<file path="src/rtl/cv_ctrl_pkg.sv">
// cv_ctrl_pkg: shared constants and helpers for the ColecoVision controller
// port front end.
//   - JB_* : bit positions inside one 20-bit MiSTer joystick vector.
//   - cv_key_*_c : keypad codes driven on {p1,p2,p3,p4} (active-low pins).
//   - quad_next / quad_prev : Gray-coded spinner phase stepping, {A,B}.
package cv_ctrl_pkg;

  localparam int JOY_W     = 20;
  localparam int JB_RIGHT  = 0;
  localparam int JB_LEFT   = 1;
  localparam int JB_DOWN   = 2;
  localparam int JB_UP     = 3;
  localparam int JB_FIRE1  = 4;
  localparam int JB_FIRE2  = 5;
  localparam int JB_STAR   = 6;
  localparam int JB_HASH   = 7;
  localparam int JB_DIGIT0 = 8;
  localparam int JB_PURPLE = 18;
  localparam int JB_BLUE   = 19;

  localparam logic [3:0] cv_key_0_c      = 4'b0011;
  localparam logic [3:0] cv_key_1_c      = 4'b1110;
  localparam logic [3:0] cv_key_2_c      = 4'b1101;
  localparam logic [3:0] cv_key_3_c      = 4'b0110;
  localparam logic [3:0] cv_key_4_c      = 4'b0001;
  localparam logic [3:0] cv_key_5_c      = 4'b1001;
  localparam logic [3:0] cv_key_6_c      = 4'b0111;
  localparam logic [3:0] cv_key_7_c      = 4'b1100;
  localparam logic [3:0] cv_key_8_c      = 4'b1000;
  localparam logic [3:0] cv_key_9_c      = 4'b1011;
  localparam logic [3:0] cv_key_star_c   = 4'b1010;
  localparam logic [3:0] cv_key_hash_c   = 4'b0101;
  localparam logic [3:0] cv_key_purple_c = 4'b0100;
  localparam logic [3:0] cv_key_blue_c   = 4'b0010;
  localparam logic [3:0] cv_key_none_c   = 4'b1111;

  // Idle quadrature phase: both spinner pins high.
  localparam logic [1:0] QUAD_IDLE = 2'b11;

  function automatic logic [3:0] cv_digit_code(input int d);
    case (d)
      0:       return cv_key_0_c;
      1:       return cv_key_1_c;
      2:       return cv_key_2_c;
      3:       return cv_key_3_c;
      4:       return cv_key_4_c;
      5:       return cv_key_5_c;
      6:       return cv_key_6_c;
      7:       return cv_key_7_c;
      8:       return cv_key_8_c;
      9:       return cv_key_9_c;
      default: return cv_key_none_c;
    endcase
  endfunction

  // Forward rotation: 11 -> 10 -> 00 -> 01 -> 11.
  function automatic logic [1:0] quad_next(input logic [1:0] ph);
    case (ph)
      2'b11:   return 2'b10;
      2'b10:   return 2'b00;
      2'b00:   return 2'b01;
      default: return 2'b11;
    endcase
  endfunction

  // Reverse rotation: 11 -> 01 -> 00 -> 10 -> 11.
  function automatic logic [1:0] quad_prev(input logic [1:0] ph);
    case (ph)
      2'b11:   return 2'b01;
      2'b01:   return 2'b00;
      2'b00:   return 2'b10;
      default: return 2'b11;
    endcase
  endfunction

endpackage

</file>
<file path="src/rtl/cv_spinner_quad.sv">
// cv_spinner_quad: Super Action spinner quadrature generator for one port.
//   clk_i, reset_n_i : system clock, async active-low reset
//   clk_en_i         : tick enable counted by the step divider
//   en_i             : spinner mode; low clears accumulator/divider, phase idle
//   stb_i, d_i       : signed 8-bit delta, qualified by a one-cycle strobe
//   phase_o          : current Gray phase {A,B}; doubles as the state readout
// Handshake: stb_i is a pure one-cycle qualifier with no back-pressure; every
// strobe seen while en_i=1 is consumed in the cycle it arrives.
module cv_spinner_quad
  import cv_ctrl_pkg::*;
#(
  parameter int ACC_W    = 8,
  parameter int STEP_DIV = 256
) (
  input  logic       clk_i,
  input  logic       reset_n_i,
  input  logic       clk_en_i,
  input  logic       en_i,
  input  logic       stb_i,
  input  logic [7:0] d_i,
  output logic [1:0] phase_o
);

  localparam int TICK_W = $clog2(STEP_DIV);
  // Headroom so acc + delta - 1 can never overflow before saturation.
  localparam int SUM_W  = ((ACC_W > 8) ? ACC_W : 8) + 2;
  localparam logic signed [SUM_W-1:0] SAT_MAX = SUM_W'((2 ** (ACC_W - 1)) - 1);
  localparam logic signed [SUM_W-1:0] SAT_MIN = -SAT_MAX;

  logic signed [ACC_W-1:0] acc_q;
  logic        [TICK_W-1:0] tick_q;
  logic        [1:0]        phase_q;

  logic                    wrap;
  logic                    acc_pos;
  logic                    acc_neg;
  logic signed [SUM_W-1:0] acc_ext;
  logic signed [SUM_W-1:0] d_ext;
  logic signed [SUM_W-1:0] step_d;
  logic signed [SUM_W-1:0] sum;
  logic signed [ACC_W-1:0] acc_d;

  always_comb begin
    wrap    = clk_en_i && (tick_q == TICK_W'(STEP_DIV - 1));
    acc_neg = acc_q[ACC_W-1];
    acc_pos = !acc_q[ACC_W-1] && (acc_q != '0);
    acc_ext = {{(SUM_W-ACC_W){acc_q[ACC_W-1]}}, acc_q};
    d_ext   = stb_i ? {{(SUM_W-8){d_i[7]}}, d_i} : '0;
    // Each wrap moves the accumulator one unit toward zero.
    step_d  = '0;
    if (wrap && acc_pos)      step_d = SUM_W'(1);
    else if (wrap && acc_neg) step_d = '1;
    sum = acc_ext + d_ext - step_d;
    if (sum > SAT_MAX)      acc_d = SAT_MAX[ACC_W-1:0];
    else if (sum < SAT_MIN) acc_d = SAT_MIN[ACC_W-1:0];
    else                    acc_d = sum[ACC_W-1:0];
  end

  always_ff @(posedge clk_i or negedge reset_n_i) begin
    if (!reset_n_i) begin
      acc_q   <= '0;
      tick_q  <= '0;
      phase_q <= QUAD_IDLE;
    end else if (!en_i) begin
      acc_q   <= '0;
      tick_q  <= '0;
      phase_q <= QUAD_IDLE;
    end else begin
      acc_q <= acc_d;
      if (clk_en_i) tick_q <= wrap ? '0 : tick_q + TICK_W'(1);
      // Direction comes from the pre-update accumulator: one Gray edge per wrap.
      if (wrap && acc_pos)      phase_q <= quad_next(phase_q);
      else if (wrap && acc_neg) phase_q <= quad_prev(phase_q);
    end
  end

  assign phase_o = phase_q;

endmodule

</file>
<file path="src/rtl/cv_ctrl_ports.sv">
// cv_ctrl_ports: ColecoVision controller-port front end.
//   clk_i, reset_n_i, clk_en_i : system clock, async active-low reset, 10.7 MHz enable
//   swap_i                     : exchange ports 0 and 1
//   joy_i                      : NUM_PORTS x 20 active-high button vectors
//   spin_en_i/spin_d_i/spin_stb_i : per-port spinner mode, delta, strobe
//   sel_p5_n_i / sel_p8_n_i    : console keypad / joystick select strobes
//   ctrl_o {p1..p4}, ctrl_p6_o : registered active-low controller pins
//   ctrl_p7_o / ctrl_p9_o      : spinner quadrature A / B
// reset_n_i is expected to be release-synchronised to clk_i upstream.
module cv_ctrl_ports
  import cv_ctrl_pkg::*;
#(
  parameter int NUM_PORTS = 2,
  parameter int ACC_W     = 8,
  parameter int STEP_DIV  = 256
) (
  input  logic                   clk_i,
  input  logic                   reset_n_i,
  input  logic                   clk_en_i,
  input  logic                   swap_i,
  input  logic [NUM_PORTS*20-1:0] joy_i,
  input  logic [NUM_PORTS-1:0]   spin_en_i,
  input  logic [NUM_PORTS*8-1:0] spin_d_i,
  input  logic [NUM_PORTS-1:0]   spin_stb_i,
  input  logic [NUM_PORTS-1:0]   sel_p5_n_i,
  input  logic [NUM_PORTS-1:0]   sel_p8_n_i,
  output logic [NUM_PORTS*4-1:0] ctrl_o,
  output logic [NUM_PORTS-1:0]   ctrl_p6_o,
  output logic [NUM_PORTS-1:0]   ctrl_p7_o,
  output logic [NUM_PORTS-1:0]   ctrl_p9_o
);

  for (genvar p = 0; p < NUM_PORTS; p++) begin : g_port
    // Partner port used when swap_i is set; only ports 0 and 1 ever swap.
    localparam int ALT = (NUM_PORTS > 1 && p < 2) ? (1 - p) : p;

    logic [JOY_W-1:0] joy_sel;
    logic             spin_en_sel;
    logic             spin_stb_sel;
    logic [7:0]       spin_d_sel;
    logic [3:0]       key_half;
    logic [3:0]       joy_half;
    logic             key_p6;
    logic             joy_p6;
    logic [3:0]       pins_q;
    logic             p6_q;
    logic [1:0]       phase;
    logic             unused_fire2;

    always_comb begin
      joy_sel      = swap_i ? joy_i[ALT*JOY_W +: JOY_W] : joy_i[p*JOY_W +: JOY_W];
      spin_en_sel  = swap_i ? spin_en_i[ALT]            : spin_en_i[p];
      spin_stb_sel = swap_i ? spin_stb_i[ALT]           : spin_stb_i[p];
      spin_d_sel   = swap_i ? spin_d_i[ALT*8 +: 8]      : spin_d_i[p*8 +: 8];
    end

    // Fire2 has no pin on this connector.
    assign unused_fire2 = joy_sel[JB_FIRE2];

    always_comb begin
      key_half = 4'b1111;
      key_p6   = 1'b1;
      if (!sel_p5_n_i[p]) begin
        // Lowest priority assigned first so higher-priority keys overwrite.
        key_half = cv_key_none_c;
        if (joy_sel[JB_BLUE])   key_half = cv_key_blue_c;
        if (joy_sel[JB_PURPLE]) key_half = cv_key_purple_c;
        if (joy_sel[JB_HASH])   key_half = cv_key_hash_c;
        if (joy_sel[JB_STAR])   key_half = cv_key_star_c;
        for (int d = 9; d >= 0; d--) begin
          if (joy_sel[JB_DIGIT0 + d]) key_half = cv_digit_code(d);
        end
        key_p6 = ~joy_sel[JB_BLUE];
      end
      joy_half = 4'b1111;
      joy_p6   = 1'b1;
      if (!sel_p8_n_i[p]) begin
        joy_half = ~{joy_sel[JB_UP], joy_sel[JB_DOWN], joy_sel[JB_LEFT], joy_sel[JB_RIGHT]};
        joy_p6   = ~joy_sel[JB_FIRE1];
      end
    end

    // Both selects low behaves like the console's wired-AND of the two halves.
    always_ff @(posedge clk_i or negedge reset_n_i) begin
      if (!reset_n_i) begin
        pins_q <= 4'b1111;
        p6_q   <= 1'b1;
      end else begin
        pins_q <= key_half & joy_half;
        p6_q   <= key_p6 & joy_p6;
      end
    end

    cv_spinner_quad #(
      .ACC_W    (ACC_W),
      .STEP_DIV (STEP_DIV)
    ) u_spin (
      .clk_i     (clk_i),
      .reset_n_i (reset_n_i),
      .clk_en_i  (clk_en_i),
      .en_i      (spin_en_sel),
      .stb_i     (spin_stb_sel),
      .d_i       (spin_d_sel),
      .phase_o   (phase)
    );

    assign ctrl_o[p*4 +: 4] = pins_q;
    assign ctrl_p6_o[p]     = p6_q;
    assign ctrl_p7_o[p]     = phase[1];
    assign ctrl_p9_o[p]     = phase[0];
  end

endmodule

</file>
<file path="config.mk">
export PLATFORM = sky130hd
export DESIGN_NAME = cv_ctrl_ports
export DESIGN_NICKNAME = d
export VERILOG_FILES = /design/src/rtl/cv_ctrl_pkg.sv /design/src/rtl/cv_spinner_quad.sv /design/src/rtl/cv_ctrl_ports.sv
export SDC_FILE = /design/constraint.sdc
export NUM_CORES = 1
export LEC_CHECK = 0
export BUFFER_PORTS_ARGS = -buffer_cell sky130_fd_sc_hd__buf_4
export CAP_MARGIN = 20
export CORE_ASPECT_RATIO = 0.5
export CORE_MARGIN = 4
export CORE_UTILIZATION = 60
export CTS_BUF_LIST = sky130_fd_sc_hd__clkbuf_2 sky130_fd_sc_hd__clkbuf_4 sky130_fd_sc_hd__clkbuf_8
export CTS_CLUSTER_DIAMETER = 80
export DETAILED_ROUTE_END_ITERATION = 8
export PLACE_DENSITY = 0.85
export SYNTH_ARGS = -nofsm -noshare
export SYNTH_HDL_FRONTEND = slang
export SYNTH_SLANG_ARGS = --single-unit
</file>
<file path="constraint.sdc">
create_clock -name clk_i -period 11.9 [get_ports clk_i]
set_input_delay 1.19 -clock clk_i [delete_from_list [all_inputs] [get_ports clk_i]]
set_output_delay 1.19 -clock clk_i [all_outputs]
set_load 0.05 [all_outputs]
</file>
* Yosys cells after proc, flatten, opt, wreduce, memory -nomap -nowiden
Index checks and enable logic that the tools add are counted.
** Operators by class
- Add/subtract/negate cells :: 6
- Magnitude comparators :: 4
- Eq/ne operators :: 12
- Multiplexer cells :: 72
- Bitwise gates (word level) :: 10
- Reduce and logical (&&, ||, !) cells :: 14
** Operators by type and width (number)
- 4-bit two-way mux :: 32
- 8-bit two-way mux :: 14
- 10-bit two-way mux :: 6
- 20-bit two-way mux :: 2
- 2-bit case mux with 3 select lines :: 4
- 8-bit by 10-bit adder with 10-bit output :: 2
- 10-bit by 8-bit greater-than comparator with 1-bit output (second input constant) :: 2
- 10-bit by 8-bit < comparator with 1-bit output (second input constant) :: 2
- 10-bit subtractor :: 2
- 8-bit by 1-bit adder with 8-bit output (second input constant) :: 2
- 8-bit == test (second input constant) :: 2
- 8-bit nonzero test :: 2
- 2-bit two-way mux :: 6
- 4-bit bitwise AND :: 2
- 2-bit == test (second input constant) :: 4
- 1-bit logical AND :: 8
- 1-bit two-way mux :: 8
- 4-bit inverter :: 2
- 3-bit != test (second input constant) :: 2
- 2-bit by 1-bit == test with 1-bit output (second input constant) :: 2
- 2-bit zero test :: 2
- 2-bit != test (second input constant) :: 2
- 1-bit inverter :: 4
- 1-bit bitwise AND :: 2
- 1-bit zero test :: 2
** Word-level totals
- Flip-flop bits (word level) :: 46
- Input bits :: 68
- Output and inout bits :: 14
- Word-level logic and storage cells :: 128

* Longest topological paths before layout
Gate-level depths: netlist of run 1.
- Word-level depth :: 17
- Mapped depth :: 17
- Mapped depth without buffers :: 16

* By module
From an unflattened synthesis of run 1, not the netlist that was laid out.
** Unflattened totals
- Cell total of the unflattened synthesis :: 532
- Area, all modules :: 4824.6 sq um
** Modules (own cells, without submodules)
- cv_ctrl_ports :: instances 1, cells each 190, area an instance 1611.5 sq um, seq. area each 262.8 sq um
- cv_spinner_quad (g_port[1].u_spin) :: instances 1, cells each 176, area an instance 1611.5 sq um, seq. area each 452.9 sq um
- cv_spinner_quad (g_port[0].u_spin) :: instances 1, cells each 166, area an instance 1601.5 sq um, seq. area each 452.9 sq um

* Worst setup path before layout of run 1
No wires, ideal clock.
- Path type :: input to register
- Start point :: input port swap_i
- End point :: register g_port[0].u_spin.acc_q[0]
- Library setup time :: 0.126 ns
- Arrival :: 4.525 ns
- Data required time :: 11.774 ns
- Path slack :: 7.249 ns
- Cell stages on the path :: 16
- Path buffers :: 4
- Cells stage by stage :: buf_2 buf_4 buf_2 buf_2 mux2i_1 nor2_1 xor2_1 ha_1 inv_1 fa_1 nand2b_1 a211oi_1 o221a_1 o21ai_0 or3_1 o311a_1
** On the way
- Word-level cells in the longest chain between the ends :: 8
- Elaborated cells between the ends (all ways) :: 11
- Classes of those cells :: 2 x add/sub; 2 x order compare; 7 x mux
** RTL lines
- from (decl) :: line cv_ctrl_ports.sv:20 : input logic swap_i,
- 8-bit two-way mux / 1-bit two-way mux (equally long branches) :: line cv_ctrl_ports.sv:54, cv_ctrl_ports.sv:53
- 10-bit two-way mux :: line cv_spinner_quad.sv:48 : d_ext = stb_i ? {{(SUM_W-8){d_i[7]}}, d_i} : '0;
- 8-bit by 10-bit adder with 10-bit output :: line cv_spinner_quad.sv:53 : sum = acc_ext + d_ext - step_d;
- 10-bit subtractor :: line cv_spinner_quad.sv:53
- 10-bit by 8-bit < comparator with 1-bit output :: line cv_spinner_quad.sv:55 : else if (sum < SAT_MIN) acc_d = SAT_MIN[ACC_W-1:0];
- 8-bit two-way mux :: line cv_spinner_quad.sv:55
- 8-bit two-way mux :: line cv_spinner_quad.sv:54 : if (sum > SAT_MAX) acc_d = SAT_MAX[ACC_W-1:0];
- 8-bit two-way mux * :: line cv_spinner_quad.sv:64 : end else if (!en_i) begin
- to (signal assigned) :: line cv_spinner_quad.sv:61 : acc_q <= '0;
- to (signal assigned) :: line cv_spinner_quad.sv:65 : acc_q <= '0;
- to (signal assigned) :: line cv_spinner_quad.sv:69 : acc_q <= acc_d;
- to (decl) :: line cv_spinner_quad.sv:30 : logic signed [ACC_W-1:0] acc_q;
Every way passes the cells marked *; elsewhere a longest branch is shown, timed or not.
A chain may end at the register's enable or synchronous reset.

* Worst setup path in the final report of run 1
- Start point :: input port clk_en_i
- End point :: register g_port[0].u_spin.acc_q[0]
** On the way
- Word-level cells in the longest chain between the ends :: 9
- Elaborated cells between the ends (all ways) :: 11
- Classes of those cells :: 1 x add/sub; 2 x order compare; 5 x mux; 3 x reduce/logical
** RTL lines
- from (decl) :: line cv_ctrl_ports.sv:19 : input logic clk_en_i,
- 1-bit logical AND * :: line cv_spinner_quad.sv:44 : wrap = clk_en_i && (tick_q == TICK_W'(STEP_DIV - 1));
- 1-bit logical AND :: line cv_spinner_quad.sv:52 : else if (wrap && acc_neg) step_d = '1;
- 10-bit two-way mux :: line cv_spinner_quad.sv:52
- 10-bit two-way mux * :: line cv_spinner_quad.sv:51 : if (wrap && acc_pos) step_d = SUM_W'(1);
- 10-bit subtractor * :: line cv_spinner_quad.sv:53
- 10-bit by 8-bit < comparator with 1-bit output :: line cv_spinner_quad.sv:55
- 8-bit two-way mux :: line cv_spinner_quad.sv:55
- 8-bit two-way mux * :: line cv_spinner_quad.sv:54
- 8-bit two-way mux * :: line cv_spinner_quad.sv:64
Marked as above.

==> results of run 1 <==
worst max-delay path: cells and delay by family:
kind / cells / cell delay, ns
AOI/OAI and AO/OA: 4 / 1.05
xor gates and xnor gates: 1 / 0.32
adders and majority gates: 2 / 0.79
buffers and inverters: 2 / 0.26
and+or+nand+nor: 5 / 1.46
final cells by class:
cell class / count / share of cell area, %
Timing Repair Buffer: 81 / 11.54
Tap cell: 96 / 2.280
Clock buffer: 8 / 1.852
Inverter: 18 / 1.282
Multi-Input combinational cell: 438 / 60.86
Sequential cell: 46 / 22.18
cell usage in the layout, fill, tap and decap left out, drive strengths merged, types with 14 or more instances in the layout:
| cell | count |
|---|---|
| a21o | 18 |
| a21oi | 27 |
| buf | 81 |
| dfrtp | 32 |
| dfstp | 14 |
| ha | 36 |
| inv | 18 |
| mux2 | 15 |
| mux2i | 47 |
| nand2 | 35 |
| nor2 | 65 |
| o21ai | 21 |
| xor2 | 17 |
power groups by stage:
stage	clock network, mW	logic, mW	registers (mW)
after floorplan	0	0.523	0.222
after global placement	0	0.658	0.219
after detailed placement	0	0.673	0.221
after CTS	0.103	0.678	0.217
after global routing	0.111	0.766	0.220
final	0.104	0.687	0.217
cells by family after synthesis:
logic type	after synthesis	synth area share [%]
simple gates	165	17.72
compound gates	144	22.55
mux	62	14.12
flops	46	25.82
fa+ha+maj	38	10.83
buf+inv	33	3.344
xor+xnor	29	5.611
synth_stat cells, drive strengths merged, types with 3 or more instances:
| cell type | instances | area, sq um |
|---|---|---|
| nor2 | 65 | 244.0 |
| mux2i | 47 | 470.5 |
| ha | 36 | 450.4 |
| nand2 | 35 | 131.4 |
| dfrtp | 32 | 800.8 |
| a21oi | 27 | 135.1 |
| o21ai | 21 | 105.1 |
| a21o | 18 | 135.1 |
| inv | 18 | 67.56 |
| xor2 | 17 | 148.9 |
| mux2 | 15 | 168.9 |
| dfstp | 14 | 367.9 |
| buf | 13 | 76.32 |
| nand2b | 13 | 81.33 |
| nor3 | 13 | 76.33 |
| xnor2 | 12 | 105.1 |
| a211oi | 11 | 92.58 |
| o211ai | 10 | 75.07 |
| a31oi | 8 | 50.05 |
| nand3 | 8 | 40.04 |
| o22ai | 6 | 37.54 |
| or3 | 6 | 42.54 |
| and3 | 5 | 31.28 |
| nand3b | 4 | 30.03 |
| o21a | 4 | 30.03 |
| o21bai | 4 | 30.03 |
| a22oi | 3 | 22.52 |
| nand4 | 3 | 25.02 |
| o22a | 3 | 26.28 |
| or3b | 3 | 26.28 |
| or4 | 3 | 22.52 |
metal layers:
| metal | global-route usage, % | vias to the layer above |
|---|---|---|
| met5 | 0 | - |
| met4 | 7.982 | 0 |
| met3 | 4.000 | 26 |
| met2 | 39.75 | 131 |
| met1 | 31.60 | 1987 |
| li1 | - | 2076 |
worst max path at each step:
| stage | slack [ns] | startpoint | endpoint | cells after the start |
|---|---|---|---|---|
| after global placement | 6.77 | swap_i | g_port[0].u_spin.acc_q[0] | 14 |
| after CTS | 7.06 | clk_en_i | g_port[0].u_spin.acc_q[0] | 14 |
| final | 7.01 | clk_en_i | g_port[0].u_spin.acc_q[0] | 14 |
| after global routing | 6.55 | clk_en_i | g_port[0].u_spin.acc_q[1] | 16 |
| after detailed placement | 6.75 | clk_en_i | g_port[0].u_spin.acc_q[0] | 14 |
| after floorplan | 7.25 | swap_i | g_port[0].u_spin.acc_q[0] | 16 |
flip-flops by register name, summed over array words and instances (netlist names):
signal / count
g_port.u_spin.phase_o: 4
g_port.pins_q: 8
g_port.p6_q: 2
g_port.u_spin.acc_q: 16
g_port.u_spin.tick_q: 16
metrics by stage:
stage	setup WS [ns]	power, mW	cells	utilization [%]
5_1_grt	6.552	1.097	687	71.96
2_1_floorplan	7.249	0.7451	517	-
6_report	7.008	1.008	687	71.96
3_5_place_dp	6.752	0.8939	679	70.63
4_1_cts	7.055	0.9990	687	71.96
3_3_place_gp	6.766	0.8769	679	70.63
==> flow_summary.ini, run 1 <==
[worst_setup_path]
cp_max_fo = 19
timing.rr.start = g_port[0].u_spin.tick_q[2]
crit_required_ns = 12.08
path_cells = buf_4 > nand3_1 > nor2_1 > nand2_1 > xor2_1 > ha_1 > inv_1 > fa_1 > nand2b_1 > a211oi_1 > o221a_1 > o21ai_0 > or3_1 > o311a_1
critPathCaptureType = flop
r2r_slack_ns = 7.42
r2r_end = g_port[0].u_spin.acc_q[0]
max_stage_delay_ns = 0.50
critical_path_arrival_ns = 5.08
critical_path_class = in2reg
r2r.worst_path.cells = 14
crit_slowest_cell = nand2_1
crit_path_start_kind = input port

[yosys]
synth.distinct_cells = 66
yosysSeqAreaShare_pct = 25.82
synth_area_per_cell_sq_um = 8.756
postSynth.asyncResetShare_pct = 100.0
synth_nets = 623
yosys_register_bits = 46
netlist_area_sq_um = 4527
postSynthCellCount = 517
ys.warnings.count = 0
ys.flop_type = dfrtp_1
synth_enable_flop_cells = 0

[power]
seq_power_share_pct = 21.6
clkPwrFrac_pct = 10.3
p_per_area_nw_per_um2 = 191.3
p_leak_nw = 2.488
switching_power_mw = 0.4735
combPwrFrac_pct = 68.1
internal_power_mw = 0.5346
switching_share_pct = 46.97
ir_worst_vdd_uv = 171.8

[detailed_routing]
ant_nets = 0
top_layer_used = met4
first_pass_iters = 4
num_vias = 4220
wl_met2_um = 5079
m1WireLength_um = 4843
met3_length_um = 728
vias_per_cell = 6.143
wire_per_inst_um = 15.91
first_iter_violations = 263
drt-total-wl_um = 10930
drc = 0

[sta]
finalHoldWorstSlack_ns = 0.5355
slew_headroom_pct = 34.66
setup_tns_ns = 0
tightestPinTransition_ns = 0.9801
min_period_ns = 4.892
hold_viol_final = 0
timing.clock.skew_ns = 0.005266
finalCritPeriodShare_pct = 41.11
slew_violations = 0
max_freq_mhz = 204.4
rsz0062_at_grt = no
finalSetupViolations = 0

[cts]
clockBufferDepth = 2
cts_buffers = 5
postCtsSetupRepairBufs = 0
clock_latency_ns = 0.30
cts_tree = done
cts.sinks = 46
h-tree-depth = 2
hold_buffers = 0
clock-root-buffer = clkbuf_8
path_clk_slew_ns = 0.08
ctsResizeCount = 0

[placed_design]
dp_hpwl_um = 8759
io_buffers = 79
postPlaceCellArea_sq_um = 5171
gp_congestion = 0.8654

[global_route]
grt_pass1_wl_um = 17970
antenna_found_initial = 0
grt_max_degree = 74
grt-ovfl-total = 0
grt_use_total_pct = 23.93
grt_pass1_vias = 3960

[floorplanning]
initial_core_util_pct = 61.83
placeableCoreArea_sq_um = 7322
ioPinCount = 82
die_area_sq_um = 9083
row_count = 22
die_h_um = 69.42
die_width_um = 130.8

[hold_path]
hold_class = reg2reg
hp-start = g_port[1].u_spin.tick_q[7]
hold_depth = 2
hold_path_end = g_port[1].u_spin.tick_q[7]

[cells_and_area]
seq_area_sq_um = 1169
multiInputGateArea_sq_um = 3207
stdcell_area_sq_um = 5269
drive_above_1_share_pct = 21.83
fillers = 564
layout.nets = 696
areaGrowthSynthToFinish_pct = 16.39
n_antenna_cell = 0

[run]
max_cap_violations = 0

[outcome]
status = complete, no violations
Note: power is estimated with default switching activity, not from simulation.
==> run 2, diff against run 1 <==
--- a/config.mk
+++ b/config.mk
@@ -9,11 +9,11 @@
 export CAP_MARGIN = 20
 export CORE_ASPECT_RATIO = 0.5
 export CORE_MARGIN = 4
-export CORE_UTILIZATION = 60
+export CORE_UTILIZATION = 59
 export CTS_BUF_LIST = sky130_fd_sc_hd__clkbuf_2 sky130_fd_sc_hd__clkbuf_4 sky130_fd_sc_hd__clkbuf_8
 export CTS_CLUSTER_DIAMETER = 80
 export DETAILED_ROUTE_END_ITERATION = 8
-export PLACE_DENSITY = 0.85
+export PLACE_DENSITY = 0.84
 export SYNTH_ARGS = -nofsm -noshare
 export SYNTH_HDL_FRONTEND = slang
 export SYNTH_SLANG_ARGS = --single-unit
==> constraint.sdc (replaced) <==
create_clock -name clk_i -period 4.7 [get_ports clk_i]
set_input_delay 0.47 -clock clk_i [delete_from_list [all_inputs] [get_ports clk_i]]
set_output_delay 0.47 -clock clk_i [all_outputs]
set_load 0.05 [all_outputs]
==> flow_summary.ini, run 2 (synthesis results as in run 1) <==
[placed_design]
gp_congestion = 0.9052
place_ws_ns = 0.4965
io_buffers = 79
dp_hpwl_um = 8818

[cts]
cts_buffers = 5
clock_latency_ns = 0.30
clockBufferDepth = 2
hold_buffers = 0
path_clk_slew_ns = 0.09
postCtsSetupRepairBufs = 0
ctsResizeCount = 0
h-tree-depth = 2
clock-root-buffer = clkbuf_8
cts.sinks = 46
cts_tree = done

[floorplanning]
initial_core_util_pct = 61.36
ioPinCount = 82
placeableCoreArea_sq_um = 7377
row_count = 22
die_h_um = 69.94
die_area_sq_um = 9223
die_width_um = 131.9

[global_route]
grt_max_degree = 47
grt_pass1_wl_um = 18480
grt_use_total_pct = 23.76
antenna_found_initial = 0
grt-ovfl-total = 0
grt_pass1_vias = 3916

[sta]
tightestPinTransition_ns = 0.7278
setup_tns_ns = 0
hold_viol_final = 0
max_freq_mhz = 238.1
finalCritPeriodShare_pct = 89.36
setup_ws_ns = 0.5001
timing.clock.skew_ns = 0.004648
min_period_ns = 4.200
rsz0062_at_grt = no
finalSetupViolations = 0
slew_violations = 0
slew_headroom_pct = 50.09

[cells_and_area]
n_antenna_cell = 0
final_common_cell = buf_4
areaGrowthSynthToFinish_pct = 16.78
layout_common_cells = buf_4 (85), nor2_1 (65), mux2i_1 (47)
largest_registers = g_port.u_spin.acc_q x16, g_port.u_spin.tick_q x16, g_port.pins_q x8
drive_above_1_share_pct = 22.18
layout.nets = 700
final_util_pct = 71.66

[power]
ir_worst_vdd_uv = 402.4
p_leak_nw = 2.496
p_per_area_nw_per_um2 = 477.9

[detailed_routing]
first_pass_iters = 5
wire_per_inst_um = 15.91
vias_per_cell = 6.072
ant_nets = 0
num_vias = 4196
first_iter_violations = 202
drt-total-wl_um = 11000
drc = 0

[worst_setup_path]
critPathTopFamily = simple AND/OR/NAND/NOR gates
crit_required_ns = 4.89
cp_max_fo = 9
crit_top_cell = ha_1
critical_path_arrival_ns = 4.39
crit_buf_inv = 1
critical_path_class = reg2reg
crit_slowest_cell = dfrtp_1
max_stage_delay_ns = 0.40
path_cells = and3_1 > nand3_1 > nor2_1 > nand2_1 > buf_4 > xor2_1 > ha_1 > a21o_1 > ha_1 > a211oi_1 > o211ai_1 > a211oi_2 > o21ai_0 > or3_1 > o311a_1
crit_path_start_kind = flop
critPathCaptureType = flop

[hold_path]
hold_class = in2async

[outcome]
status = complete, no violations

[run]
max_cap_violations = 0
## run 2: layout make-up
class	count	area, sq um
sequential	46	1169
clock buffer	5	68.82
multi-input combinational	438	3207
clock inverter	3	16.27
tap	96	120.1
inverter	18	67.56
timing repair buffer	85	638.1
fill	582	2091
## run 2: per-layer routing
layer / routed length (um) / global-route usage [%]
met5: 0 / 0
met4: 208 / 5.704
met3: 583 / 4.532
met2: 5092 / 40.52
met1: 5111 / 31.33
## run 2: final timing paths
check	slack, ns	startpoint	end	depth (start not counted)
worst max-delay path	0.50	g_port[0].u_spin.tick_q[2]	g_port[0].u_spin.acc_q[0]	15
worst min-delay path	0.16	reset_n_i	g_port[0].u_spin.acc_q[1]	1
worst max register to register	0.50	g_port[0].u_spin.tick_q[2]	g_port[0].u_spin.acc_q[0]	15
worst min register to register	0.55	g_port[1].u_spin.tick_q[7]	g_port[1].u_spin.tick_q[7]	2
max in group asynchronous	4.15	reset_n_i	g_port[1].u_spin.phase_o[1]	1
min in group clk_i	0.43	sel_p8_n_i[1]	g_port[1].pins_q[2]	2
## run 2: through the flow
step	total power [mW]	hold WS, ns	instances	area [sq um]
finish	2.526	0.1635	691	5286
global route	2.771	0.2087	691	5286
CTS	2.516	0.1842	691	5286
detailed placement	2.268	0.5097	683	5201
global placement	2.223	0.5038	683	5201
floorplan	1.887	0.1744	517	4527
## run 2: report_power, final
part | internal (mW) | leakage (nW) | switching, mW
Sequential | 0.488 | 0.568 | 0.0611
Clock | 0.102 | 0.0416 | 0.139
Combinational | 0.734 | 1.89 | 1.00
